### src/rtl/ps2_arrow_event_queue.sv
// PS/2 arrow-key event parser: decodes E0/F0 prefixed arrow scan codes, tracks held keys,
// suppresses typematic repeats and queues make/break events in a first-word-fall-through FIFO.
module ps2_arrow_event_queue #(
  parameter int FIFO_DEPTH = 8,
  parameter int ADDR_W     = 3
) (
  input  logic              clock,
  input  logic              reset,
  input  logic              ps2_key_pressed,
  input  logic [7:0]        ps2_key_data,
  input  logic              pop,
  input  logic              clear_overflow,
  output logic              evt_valid,
  output logic [7:0]        evt_data,
  output logic [ADDR_W:0]   fifo_count,
  output logic [3:0]        key_held,
  output logic              any_held,
  output logic              overflow
);

  typedef enum logic [1:0] {IDLE, EXT, EXT_BRK, BRK} state_t;

  localparam logic [ADDR_W:0] DEPTH_C = (ADDR_W+1)'(FIFO_DEPTH);

  state_t            state_reg, state_next;
  logic              is_arrow;
  logic [1:0]        arrow_id;
  logic              make_evt, break_evt;
  logic              push_req, do_push, do_pop, drop;
  logic [7:0]        push_data;
  logic [3:0]        key_held_reg;
  logic [ADDR_W-1:0] wr_ptr_reg, rd_ptr_reg;
  logic [ADDR_W:0]   count_reg, count_next;
  logic              overflow_reg;
  logic [7:0]        mem [FIFO_DEPTH];

  always_comb begin
    is_arrow = 1'b1;
    arrow_id = 2'd0;
    case (ps2_key_data)
      8'h75:   arrow_id = 2'd0;
      8'h6B:   arrow_id = 2'd1;
      8'h72:   arrow_id = 2'd2;
      8'h74:   arrow_id = 2'd3;
      default: is_arrow = 1'b0;
    endcase
  end

  always_ff @(posedge clock or posedge reset) begin
    if (reset) state_reg <= IDLE;
    else       state_reg <= state_next;
  end

  always_comb begin
    state_next = state_reg;
    make_evt   = 1'b0;
    break_evt  = 1'b0;
    if (ps2_key_pressed) begin
      case (state_reg)
        IDLE: begin
          if (ps2_key_data == 8'hE0)      state_next = EXT;
          else if (ps2_key_data == 8'hF0) state_next = BRK;
          else                            state_next = IDLE;
        end
        EXT: begin
          if (ps2_key_data == 8'hF0)      state_next = EXT_BRK;
          else if (ps2_key_data == 8'hE0) state_next = EXT;
          else begin
            state_next = IDLE;
            make_evt   = is_arrow;
          end
        end
        EXT_BRK: begin
          state_next = IDLE;
          break_evt  = is_arrow;
        end
        default: state_next = IDLE;
      endcase
    end
  end

  // Repeats of a held key and breaks of an unheld key produce no event.
  assign push_req  = (make_evt && !key_held_reg[arrow_id]) || (break_evt && key_held_reg[arrow_id]);
  assign push_data = {break_evt, 5'b0, arrow_id};

  generate
    for (genvar gi = 0; gi < 4; gi++) begin : g_held
      always_ff @(posedge clock or posedge reset) begin
        if (reset)
          key_held_reg[gi] <= 1'b0;
        else if (make_evt && arrow_id == 2'(gi))
          key_held_reg[gi] <= 1'b1;
        else if (break_evt && arrow_id == 2'(gi))
          key_held_reg[gi] <= 1'b0;
      end
    end
  endgenerate

  // A pop on a full FIFO frees the head slot, so a same-edge push is accepted.
  assign do_pop  = pop && (count_reg != '0);
  assign do_push = push_req && ((count_reg != DEPTH_C) || do_pop);
  assign drop    = push_req && (count_reg == DEPTH_C) && !do_pop;

  always_comb begin
    count_next = count_reg;
    if (do_push && !do_pop)      count_next = count_reg + 1'b1;
    else if (do_pop && !do_push) count_next = count_reg - 1'b1;
  end

  always_ff @(posedge clock) begin
    if (do_push) mem[wr_ptr_reg] <= push_data;
  end

  always_ff @(posedge clock or posedge reset) begin
    if (reset) begin
      wr_ptr_reg   <= '0;
      rd_ptr_reg   <= '0;
      count_reg    <= '0;
      overflow_reg <= 1'b0;
    end else begin
      if (do_push) wr_ptr_reg <= wr_ptr_reg + 1'b1;
      if (do_pop)  rd_ptr_reg <= rd_ptr_reg + 1'b1;
      count_reg <= count_next;
      if (drop)                overflow_reg <= 1'b1;
      else if (clear_overflow) overflow_reg <= 1'b0;
    end
  end

  assign evt_valid  = (count_reg != '0);
  assign evt_data   = evt_valid ? mem[rd_ptr_reg] : 8'h00;
  assign fifo_count = count_reg;
  assign key_held   = key_held_reg;
  assign any_held   = |key_held_reg;
  assign overflow   = overflow_reg;

endmodule

### config.mk
export PLATFORM = sky130hd
export DESIGN_NAME = ps2_arrow_event_queue
export DESIGN_NICKNAME = d
export VERILOG_FILES = /design/src/rtl/ps2_arrow_event_queue.sv
export SDC_FILE = /design/constraint.sdc
export NUM_CORES = 1
export LEC_CHECK = 0
export CAP_MARGIN = 10
export CORE_MARGIN = 2
export CORE_UTILIZATION = 48
export DETAILED_ROUTE_END_ITERATION = 8
export PLACE_DENSITY = 0.75
export SLEW_MARGIN = 15
export SYNTH_ARGS = -nofsm -noshare
export SYNTH_HDL_FRONTEND = slang
export SYNTH_SLANG_ARGS = --single-unit
### constraint.sdc
create_clock -name clock -period 2.6 [get_ports clock]
set_input_delay 0.52 -clock clock [delete_from_list [all_inputs] [get_ports clock]]
set_output_delay 0.52 -clock clock [all_outputs]
set_load 0.01 [all_outputs]
# Word-level counts from Yosys, hierarchy flattened
# Memories as Yosys holds them, arrays and structs flattened.
# Cells that the tools add are included.
totals:
  output_inout_bits: 19
  reg_bits: 17
  latch_bits: 0
  romBits: 0
  memories: 1
  ram_bits: 24
mem_list:
  columns: ["name", "depth", "word_bits", "rd", "rd_clocked_by_memory_dff", "write_ports", "line", "text"]
  rows:
  - ["mem", 8, 3, 1, 0, 1, "35", "logic [7:0] mem [FIFO_DEPTH];"]
op_classes:
  muxes: 30
  n_reduce_logical: 32
  mul: 0
  n_eq_ne: 13
  bitwise_logic: 0
  addsub: 4
  shift: 0
  magnitude_cmp: 1
  div: 0
op_table:
  columns: ["operator", "n"]
  rows:
  - ["equality test 8 x 7 -> 1 bit, second input constant", 4]
  - ["two-way mux 1 bit", 21]
  - ["equality test 8 bit, second input constant", 2]
  - ["logical AND 1 bit", 16]
  - ["nonzero test 2 bit", 6]
  - ["two-way mux 4 bit", 2]
  - ["two-way mux 8 bit", 1]
  - ["OR reduction 4 bit", 2]
  - ["adder 3 x 1 -> 3 bit, second input constant", 2]
  - ["equality test 2 bit, second input constant", 3]
  - ["two-way mux 2 bit", 3]
  - ["one-hot mux 2 bit (3 select lines)", 1]
  - ["adder 4 x 1 -> 4 bit, second input constant", 1]
  - ["equality test 2 x 1 -> 1 bit, second input constant", 2]
  - ["equality test 4 bit, second input constant", 1]
  - ["logical NOT 2 bit", 2]
  - ["inequality test 4 bit, second input constant", 1]
  - ["one-hot mux 2 bit (2 select lines)", 1]
  - ["nonzero test 4 bit", 1]
  - ["subtractor 4 x 1 -> 4 bit, second input constant", 1]
  - ["logical NOT 1 bit", 3]
  - ["less-than comparator 2 x 3 -> 1 bit, second input constant", 1]
  - ["binary-select mux 1 bit (select 2 bit)", 1]
  - ["logical OR 1 bit", 2]

# Longest topological paths before layout
depth:
  word_depth: 14
  mapped_depth: 16

# Least setup slack after synthesis
# Ideal clock, no wire load.
synth_timing:
  path_type: "input to register"
  start: "in ps2_key_data[0]"
  end: "reg count_reg[3], in the netlist fifo_count[3]"
  slack_ns: -0.414
  cell_stages: 15
  arrival_time_ns: 2.885
  n_path_buf: 1
  cell_sequence: "or3b_4 -> a21oi_2 -> o22ai_1 -> nand2_2 -> mux2i_1 -> buf_6 -> inv_1 -> ha_1 -> inv_1 -> ha_1 -> a21o_1 -> a21oi_1 -> xnor2_1 -> nor2_1 -> xor2_1"
synth_between:
  elab_chain_cells: 13
  word_cells_on_any_way: 27
  classes_between: "eq/ne (6); mux (11); reduce/logical (10)"
synth_lines:
  columns: ["item", "line", "text"]
  rows:
  - ["from (decl)", "10", "input logic [7:0] ps2_key_data,"]
  - ["equality test 8 x 7 -> 1 bit", "40", "case (ps2_key_data)"]
  - ["OR reduction 4 bit (no line)", null, null]
  - ["two-way mux 1 bit", "40", null]
  - ["two-way mux 1 bit", "67", "else if (ps2_key_data == 8'hE0) state_next = EXT;"]
  - ["two-way mux 1 bit", "66", "if (ps2_key_data == 8'hF0) state_next = EXT_BRK;"]
  - ["two-way mux 1 bit", "59", "case (state_reg)"]
  - ["two-way mux 1 bit", "58", "if (ps2_key_pressed) begin"]
  - ["logical AND 1 bit", "83", "assign push_req = (make_evt && !key_held_reg[arrow_id]) || (break_evt && key_held_reg[arrow_id]);"]
  - ["logical OR 1 bit (*)", "83", null]
  - ["logical AND 1 bit (*)", "101", "assign do_push = push_req && ((count_reg != DEPTH_C) || do_pop);"]
  - ["net do_push", "29", "logic push_req, do_push, do_pop, drop;"]
  - ["logical NOT 1 bit", "107", "else if (do_pop && !do_push) count_next = count_reg - 1'b1;"]
  - ["logical AND 1 bit", "107", null]
  - ["nonzero test 2 bit (no line)", null, null]
  - ["to (signal assigned)", "123", "count_reg <= count_next;"]
  - ["to (decl)", "33", "logic [ADDR_W:0] count_reg, count_next;"]
# Mark *: on every way through the listed nets, which the timed path passes. The rest lies on a longest branch. The select of a mux whose other input is x is not followed.
# A chain may end at the register's enable or synchronous reset.

# Final worst setup path
layout_timing:
  start: "in ps2_key_pressed"
  end: "reg count_reg[1], in the netlist fifo_count[1]"
layout_between:
  word_cells_on_any_way: 11
  classes_between: "mux (3); reduce/logical (8)"
layout_lines:
  columns: ["item", "line", "text"]
  rows:
  - ["from (decl)", "9", "input logic ps2_key_pressed,"]
  - ["two-way mux 1 bit", "58", null]
  - ["logical AND 1 bit", "83", null]
  - ["logical OR 1 bit (*)", "83", null]
  - ["logical AND 1 bit (*)", "101", null]
  - ["net do_push", "29", null]
  - ["logical AND 1 bit (*)", "106", "if (do_push && !do_pop) count_next = count_reg + 1'b1;"]
  - ["two-way mux 4 bit (*)", "106", null]
  - ["net count_next[1]", "33", null]
# Mark *: on every way through the listed nets, which the timed path passes. The rest lies on a longest branch.

==> impl_metrics.py <==
metrics = {
    "final_layout": {
        "stdcell_area_sq_um": 2900,
        "utilization": 0.670,
        "fin_nets": 248,
        "stdcell_count": 282,
        "largest_reg_flops": 24,
        "syn2layout_area_growth_pct": 35.3,
        "drive_gt1_frac": 0.378,
        "diodes": 0,
    },
    "job": {
        "max_cap_violations": 0,
    },
    "synthesis": {
        "synth_top_area_frac": 0.336,
        "synthTopCellsByArea": "edfxtp_1, dfrtp_1, mux4_2",
        "synth_most_common_cell": "edfxtp_1",
        "ys_types": 42,
        "ys.warnings.count": 0,
        "async_flop_share": 0.415,
        "synth_common_cells": "edfxtp_1, dfrtp_1, nor2_1, o21ai_0, nand2_1",
        "synthFlopType": "edfxtp_1",
        "synth_edf_count": 24,
        "yosysTopAreaCell": "edfxtp_1",
        "synth-seq-area-share": 0.535,
        "synth_cells": 167,
        "syn_area_sq_um": 2140,
        "ys_seq_elements": 41,
        "syn_area_per_cell_sq_um": 12.8,
    },
    "setup_path": {
        "cp.required_ps": 2780,
        "reg2reg_setup_slack_ps": 70,
        "crit-reg2reg-capture": "fifo_count[1]",
        "crit_start": "ps2_key_pressed",
        "end_kind": "flop",
        "criticalPathCategory": "primary input to flop",
        "cp_max_fo": 3,
        "cp-start-kind": "primary input",
        "r2r_cells": 9,
        "r2r_start": "fifo_count[1]",
        "critPathArrivalTime_ps": 2760,
    },
    "route": {
        "ant_nets": 0,
        "top_layer": "met4",
        "wl_met2_mm": 2.44,
        "route.detailed.drc": 0,
        "wl_mm": 4.58,
        "wire_per_inst_um": 16.2,
        "drt_iter0_markers": 52,
        "vias": 1512,
        "drt-vias-per-instance": 5.36,
        "dr.pass1.iters": 4,
        "wl_met3_um": 146,
        "drt-met1-wl_mm": 1.88,
    },
    "power": {
        "ir_worst_vdd_mv": 0.321,
        "leakagePower_uw": 0.00115,
        "power_uw": 2030,
        "powerDensity_nw_per_um2": 701,
    },
    "timing": {
        "rsz0062_at_grt": "true",
        "period_needed_ps": 2580,
        "fmax_ghz": 0.387,
        "min_period_over_period": 0.994,
        "hold_violations": 0,
        "report.final.slew_viol_count": 0,
        "tightest_slew_ps": 692,
        "finalClockSkew_ps": 8.73,
        "tns_ps": 0,
        "relSlewSlack": 0.538,
        "setup_violations": 0,
    },
    "placement": {
        "hpwl_mm": 3.40,
        "portBuffers": 26,
        "placed_cells": 268,
        "place.gp.congestion": 0.872,
        "dpl_cell_area_sq_um": 2700,
    },
    "clocking": {
        "numCtsBuffers": 5,
        "cts-root-buf": "clkbuf_8",
        "clkSinkCount": 41,
        "cts_tree": "built",
        "clkTransAtPathRegs_ps": 80,
        "cts_max_path_buffers": 2,
        "insertion_delay_ps": 290,
        "cts_hold_buffers": 0,
        "cts_max_level": 2,
    },
    "die": {
        "io_pins": 32,
        "die_w_um": 70.8,
        "rows": 24,
        "dieArea_sq_um": 5010,
        "die_h_um": 70.8,
        "core-area_sq_um": 4320,
        "initial_core_util": 0.495,
    },
    "global_routing": {
        "grt_max_degree": 18,
        "grt_pass1_vias": 1575,
        "gr-total-overflow": 0,
        "antenna_found_initial": 0,
        "grt_pass1_wl_mm": 7.25,
        "grt.total_usage": 0.188,
    },
    "status": {
        "status": "completed",
    },
    "min_path": {
        "hold_path_class": "flop to flop",
        "worstHoldEndpoint": "fifo_count[3]",
        "min_from": "fifo_count[3]",
        "hold_depth": 1,
    },
}
==> how the worst max path moves through the flow <==
stage	slack, ps	end
floorplan	-190	fifo_count[3]
global placement	-570	fifo_count[3]
detailed placement	-650	fifo_count[3]
CTS	-9	fifo_count[3]
global route	-90	fifo_count[3]
finish	20	fifo_count[1]
==> worst max-delay path, stage by stage <==
cell             delay [ps]
clkdlybuf4s50_1         490
nor2b_2                 190
nand3_2                 150
nor3_4                  180
mux2i_4                 110
inv_4                    70
ha_4                    140
inv_4                    40
buf_4                   130
fa_1                    460
mux2_4                  280
==> logic make-up (layout without fill, tap and decap cells) <==
| group | count (synthesis) | after routing | synth area share |
|---|---|---|---|
| compound gates | 23 | 23 | 0.0701 |
| xor+xnor | 8 | 8 | 0.0327 |
| fa+ha+maj | 6 | 6 | 0.0386 |
| buf+inv | 19 | 78 | 0.0473 |
| flops | 41 | 41 | 0.535 |
| mux | 13 | 13 | 0.0975 |
| other cells | 1 | 5 | 0.00175 |
| simple gates | 56 | 56 | 0.177 |
==> metrics by stage <==
stage / setup WS (ps) / hold WS (ps)
floorplan: -192 / 446
global placement: -566 / 521
detailed placement: -653 / 529
CTS: -8.61 / 539
global route: -90.1 / 584
finish: 16.3 / 542
==> report_power, final <==
part / switching [uW] / total, uW / leakage, uW / internal (uW)
Clock: 216 / 456 / 0.0000542 / 240
Combinational: 296 / 741 / 0.000663 / 445
Sequential: 90.4 / 834 / 0.000436 / 744
Total: 602 / 2030 / 0.00115 / 1430
==> metal layers <==
layer	vias up	GRT usage
li1	729	-
met1	741	0.217
met2	30	0.335
met3	12	0.0427
met4	0	0.0776
met5	-	0
==> cell usage in the layout (no fill, tap or decap), drive strengths merged, types with 2 or more instances in the layout <==
cell           synthesis  routed
a21oi                  4       4
and3b                  3       3
buf                   10      41
clkbuf                 2       8
clkdlybuf4s50          0      15
conb                   1       5
dfrtp                 17      17
dlygate4sd2            0       3
dlymetal6s2s           0       3
edfxtp                24      24
ha                     5       5
inv                    7       7
mux2                   3       3
mux2i                  4       4
mux4                   6       6
nand2                 10      10
nand3                  3       3
nand3b                 4       4
nand4                  2       2
nor2                  11      11
nor2b                  4       4
nor3                   5       5
nor3b                  3       3
nor4                   2       2
nor4b                  3       3
nor4bb                 2       2
o21ai                 11      11
o22ai                  3       3
xnor2                  6       6
xor2                   2       2
==> what timing repair did <==
action	in CTS	in global routing
pin swaps	11	8
setup buffers	3	3
resized for setup	30	16
setup endpoints to repair	9	6
==> cell type report <==
cell class                 count  area, sq um
clock buffer                   7         96.3
clock inverter                 1         5.00
fill                         322         1430
inverter                       7         31.3
multi-input combinational    111         1020
sequential                    41         1150
tap                           52         65.1
timing repair buffer          63          537
Note: power is estimated with default switching activity, not from simulation.
